`src/rtl/hazard_scoreboard.sv`:
```
// hazard_scoreboard: per-register countdown scoreboard that stalls ID on load-use and branch-operand hazards
module hazard_scoreboard #(
  parameter int NUM_REGS     = 32,
  parameter int REG_AW       = 5,
  parameter int LOAD_LATENCY = 1,
  parameter int ALU_LATENCY  = 0,
  parameter int BRANCH_EXTRA = 1,
  parameter int STALL_CNT_W  = 32
) (
  input  logic                   clk,
  input  logic                   rst,
  input  logic                   dec_valid,
  input  logic [REG_AW-1:0]      dec_rs1,
  input  logic [REG_AW-1:0]      dec_rs2,
  input  logic                   dec_uses_rs1,
  input  logic                   dec_uses_rs2,
  input  logic                   dec_is_branch,
  input  logic [REG_AW-1:0]      dec_rd,
  input  logic                   dec_writes_rd,
  input  logic                   dec_is_load,
  input  logic                   flush,
  output logic                   stall,
  output logic [1:0]             stall_cause,
  output logic [STALL_CNT_W-1:0] stall_cycles
);
  localparam int CW = $clog2(LOAD_LATENCY + BRANCH_EXTRA + 1) > 0 ? $clog2(LOAD_LATENCY + BRANCH_EXTRA + 1) : 1;
  localparam logic [CW-1:0] LD_SET  = CW'(LOAD_LATENCY + BRANCH_EXTRA);
  localparam logic [CW-1:0] ALU_SET = CW'(ALU_LATENCY + BRANCH_EXTRA);
  localparam logic [CW-1:0] BE      = CW'(BRANCH_EXTRA);
  logic [CW-1:0] cnt [NUM_REGS];
  logic [NUM_REGS-1:0] ld;
  logic [CW-1:0] c1, c2;
  logic l1, l2, haz1, haz2, acc;
  // x0 and out-of-range indices read as an idle entry so they never hazard
  always_comb begin
    c1 = '0;
    l1 = 1'b0;
    c2 = '0;
    l2 = 1'b0;
    if (dec_rs1 != '0 && int'(dec_rs1) < NUM_REGS) begin
      c1 = cnt[dec_rs1];
      l1 = ld[dec_rs1];
    end
    if (dec_rs2 != '0 && int'(dec_rs2) < NUM_REGS) begin
      c2 = cnt[dec_rs2];
      l2 = ld[dec_rs2];
    end
    haz1 = dec_uses_rs1 & (dec_is_branch ? c1 != '0 : c1 > BE);
    haz2 = dec_uses_rs2 & (dec_is_branch ? c2 != '0 : c2 > BE);
    stall = dec_valid & ~flush & (haz1 | haz2);
    stall_cause = !stall ? 2'b00 : ((haz1 & l1) | (haz2 & l2)) ? 2'b01 : 2'b10;
    acc = dec_valid & ~stall & ~flush;
  end
  always_ff @(posedge clk or posedge rst) begin
    if (rst) begin
      for (int r = 0; r < NUM_REGS; r++) cnt[r] <= '0;
      ld <= '0;
      stall_cycles <= '0;
    end else begin
      for (int r = 0; r < NUM_REGS; r++)
        if (acc && dec_writes_rd && r != 0 && int'(dec_rd) == r) begin
          cnt[r] <= dec_is_load ? LD_SET : ALU_SET;
          ld[r] <= dec_is_load;
        end else if (cnt[r] != '0) cnt[r] <= cnt[r] - CW'(1);
      if (stall && stall_cycles != '1) stall_cycles <= stall_cycles + STALL_CNT_W'(1);
    end
  end
endmodule

```
`config.mk`:
```
export PLATFORM = sky130hd
export DESIGN_NAME = hazard_scoreboard
export DESIGN_NICKNAME = d
export VERILOG_FILES = /design/src/rtl/hazard_scoreboard.sv
export SDC_FILE = /design/constraint.sdc
export NUM_CORES = 1
export LEC_CHECK = 0
export CORE_AREA = 2 2 186 188
export DETAILED_ROUTE_END_ITERATION = 16
export DIE_AREA = 0 0 188 190
export HOLD_SLACK_MARGIN = 0.1
export PLACE_DENSITY_LB_ADDON = 0.15
export SETUP_SLACK_MARGIN = 0.02
export SLEW_MARGIN = 20
export SYNTH_ARGS = -nofsm -noshare
export SYNTH_HDL_FRONTEND = slang
export SYNTH_SLANG_ARGS = --single-unit
```
`constraint.sdc`:
```
create_clock -name clk -period 4.8 [get_ports clk]
set_input_delay 1.44 -clock clk [delete_from_list [all_inputs] [get_ports clk]]
set_output_delay 1.44 -clock clk [all_outputs]
set_load 0.05 [all_outputs]
```
==> impl_metrics.ini <==
[run_status]
status = finished with violations
violations = setup timing

[final_layout]
nFillCells = 3384
seq_area_mm2 = 0.00318
finish.utilization_pct = 32.2
drive_gt1_share_pct = 32.1
finalNetCount = 887
syn2layout_area_growth_pct = 31.0
multi_input_area_mm2 = 0.00484
finalNonFillerCells = 1299

[logic_synthesis]
syn_inst = 711
syn_area_mm2 = 0.00835
synth.avg_cell_area_um2 = 11.7
async_reset_ff_share_pct = 100
ys_warn_count = 1
synthDistinctLibCells = 57
synth_ff_type = dfrtp_1
ys_seq_area_share_pct = 38.1
ys_ff_latch = 127
synth_edf_count = 0
synth_fp_nets = 768

[place]
hpwl_mm = 17.8
gp_congestion = 0.750
place_ws_ns = -0.715
numPortBuffers = 58
dp_cells = 1248

[sta]
clock_skew_ns = 0.0169
rsz0062_at_grt = yes
finalSetupViolCount = 3
period_needed_ns = 5.05
timing.fmax_mhz = 198
tns_ns = -0.609
fin_ws_ns = -0.249
finalCritPeriodShare_pct = 105
slew_viol_final = 0
final_hold_viol_count = 0
worst_pin_slew_ns = 0.834
relSlewSlack_pct = 44.4

[pwr]
ir_drop_uv = 266
power.density_mw_per_mm2 = 487
power.leakage_uw = 0.00494
p_total_uw = 5320

[detailed_routing]
vias = 6028
drt_iter0_markers = 304
wl_per_cell_um = 18.9
drc = 0
first_pass_iters = 4
routed_wl_mm = 24.5
ant_nets = 0
post_drt_via_cell_ratio = 4.64

[die]
initial_core_util_pct = 24.6
rows = 68
fp.dieW_um = 188
io_pins = 59
die_y_um = 190
die_area_mm2 = 0.0357
core_area_mm2 = 0.0339

[worst_setup_path]
startpoint_type = primary input
required_ns = 3.36
worstPathMaxFanout = 9
endpoint_kind = output port
path_class = in2out
critPathArrivalTime_ns = 3.61

[grt]
grt_pass1_wl_mm = 39.0
antenna_found_initial = 1
first_global_vias = 6244
overflow = 0
grt_max_degree = 81
track_usage_pct = 14.6

[clock_network]
cts_htree_levels = 4
cts_buffer_depth = 2
numCtsBuffers = 17
insertion_delay_ns = 0.44
clockRootBuffer = clkbuf_16
tritoncts = yes
hold_buffers = 0
clock_sinks = 127
clk_pin_slew_ns = 0.06

[flow_run]
maxCapViolCount = 0

[worst_hold_path]
hp-class = reg2reg
-- cell usage after synthesis, drive strengths merged, types with 2 or more instances --
| cell | number | share of area, % |
|---|---|---|
| or4 | 3 | 0.31 |
| o22ai | 3 | 0.22 |
| nand4 | 15 | 1.1 |
| nor2b | 6 | 0.45 |
| and3 | 11 | 0.82 |
| nor4b | 2 | 0.21 |
| nand3b | 2 | 0.18 |
| a211oi | 3 | 0.39 |
| xnor2 | 13 | 1.4 |
| clkbuf | 18 | 0.81 |
| nand2 | 31 | 1.4 |
| mux4 | 44 | 12 |
| or2 | 3 | 0.22 |
| and2 | 6 | 0.45 |
| and4 | 5 | 0.52 |
| mux2 | 71 | 9.7 |
| nand4b | 10 | 1.0 |
| mux2i | 63 | 7.6 |
| inv | 70 | 3.1 |
| ha | 33 | 4.9 |
| buf | 20 | 1.6 |
| a2111oi | 3 | 0.54 |
| nand2b | 8 | 0.60 |
| xor2 | 50 | 5.2 |
| a21oi | 2 | 0.12 |
| nand3 | 13 | 0.78 |
| nor4 | 8 | 0.78 |
| o2111a | 2 | 0.27 |
| nor3 | 23 | 2.3 |
| dfrtp | 127 | 38 |
| o21ai | 18 | 1.1 |
| nor2 | 13 | 0.58 |
-- layer usage --
| layer | GRT usage (%) | vias to the layer above | wire length [um] |
|---|---|---|---|
| met2 | 22.1 | 126 | 10900 |
| met4 | 5.63 | 0 | 511 |
| met1 | 20.3 | 3044 | 12100 |
| met3 | 3.06 | 29 | 931 |
| met5 | 0 | - | 0 |
| li1 | - | 2829 | - |
-- state kept, by name, summed over array words and instances (netlist names) --
name and flops:
ld 31, cnt 64, stall_cycles 32
-- power by group --
part | internal, uW | leakage, uW | switching, uW
Clock | 729 | 0.000277 | 575
Sequential | 1420 | 0.00161 | 418
Combinational | 1190 | 0.00305 | 995
-- metrics by stage --
stage / hold slack (ns) / cell area, um^2
floorplan: 0.479 / 8400
global placement: 0.481 / 9990
detailed placement: 0.477 / 9990
CTS: 0.492 / 10900
global route: 0.511 / 10900
finish: 0.492 / 10900
-- layout by cell type (no fill, tap or decap), types with 3 or more instances in the layout --
cell and n:
nand4_1 15, clkinvlp_4 4, o21ai_0 14, nand3_1 13
nand4b_1 10, clkinv_4 3, ha_1 33, nand2b_1 8
nor3_2 4, xnor2_1 13, buf_2 3, and3_1 11
nor4_1 6, nor2b_1 4, mux2_4 4, inv_8 3
buf_4 55, mux2_2 67, nand2_1 31, inv_6 4
nor3_1 14, clkdlybuf4s50_1 47, and2_1 6, dfrtp_1 127
nor2_1 12, buf_6 7, clkbuf_16 17, and4_1 5
nor3_4 5, inv_1 68, mux2i_1 62, a2111oi_4 3
buf_12 19, xor2_1 50, mux4_2 44
-- critical path, stage by stage --
cell       delay (ns)
buf_4            0.14
bufbuf_16        0.27
buf_12           0.14
mux4_2           0.28
mux4_2           0.49
mux2_4           0.28
a22o_4           0.28
nor2b_4          0.14
buf_12           0.15
-- cell families after synthesis --
kind of cell	share of synthesized area, %
muxes	29.1
buffers and inverters	5.53
DFF	38.1
AOI/OAI and AO/OA	3.60
adders and majority gates	4.94
xor gates and xnor gates	6.61
and+or+nand+nor	12.1
-- worst paths after layout --
path	startpoint	to	slack [ns]	cells past startpoint
setup / recovery	dec_rs1[1]	stall_cause[0]	-0.25	9
max in group asynchronous	rst	cnt[27]$_DFFE_PP0P_	2.51	3
min in group asynchronous	rst	cnt[35]$_DFFE_PP0P_	1.44	2
hold / removal	stall_cycles[17]$_DFFE_PP0P_	stall_cycles[17]$_DFFE_PP0P_	0.49	1
hold reg to reg	stall_cycles[17]$_DFFE_PP0P_	stall_cycles[17]$_DFFE_PP0P_	0.49	1
setup reg to reg	cnt[16]$_DFFE_PP0P_	cnt[49]$_DFFE_PP0P_	1.57	12
-- area by class of cell --
| type | instances | share of cell area [%] |
|---|---|---|
| tap | 455 | 5.20 |
| timing repair buffer | 138 | 13.8 |
| sequential | 127 | 29.0 |
| inverter | 70 | 2.44 |
| clock buffer | 17 | 3.89 |
| clock inverter | 15 | 1.39 |
| multi-input combinational | 476 | 44.2 |
| antenna | 1 | 0.0229 |
-- repair_timing --
item	in CTS	in global routing
cloned	4	0
resized for setup	62	3
endpoints found under the setup margin	3	3
pin swaps	16	7
setup buffers	16	1
Note: power is estimated with default switching activity, not from simulation.
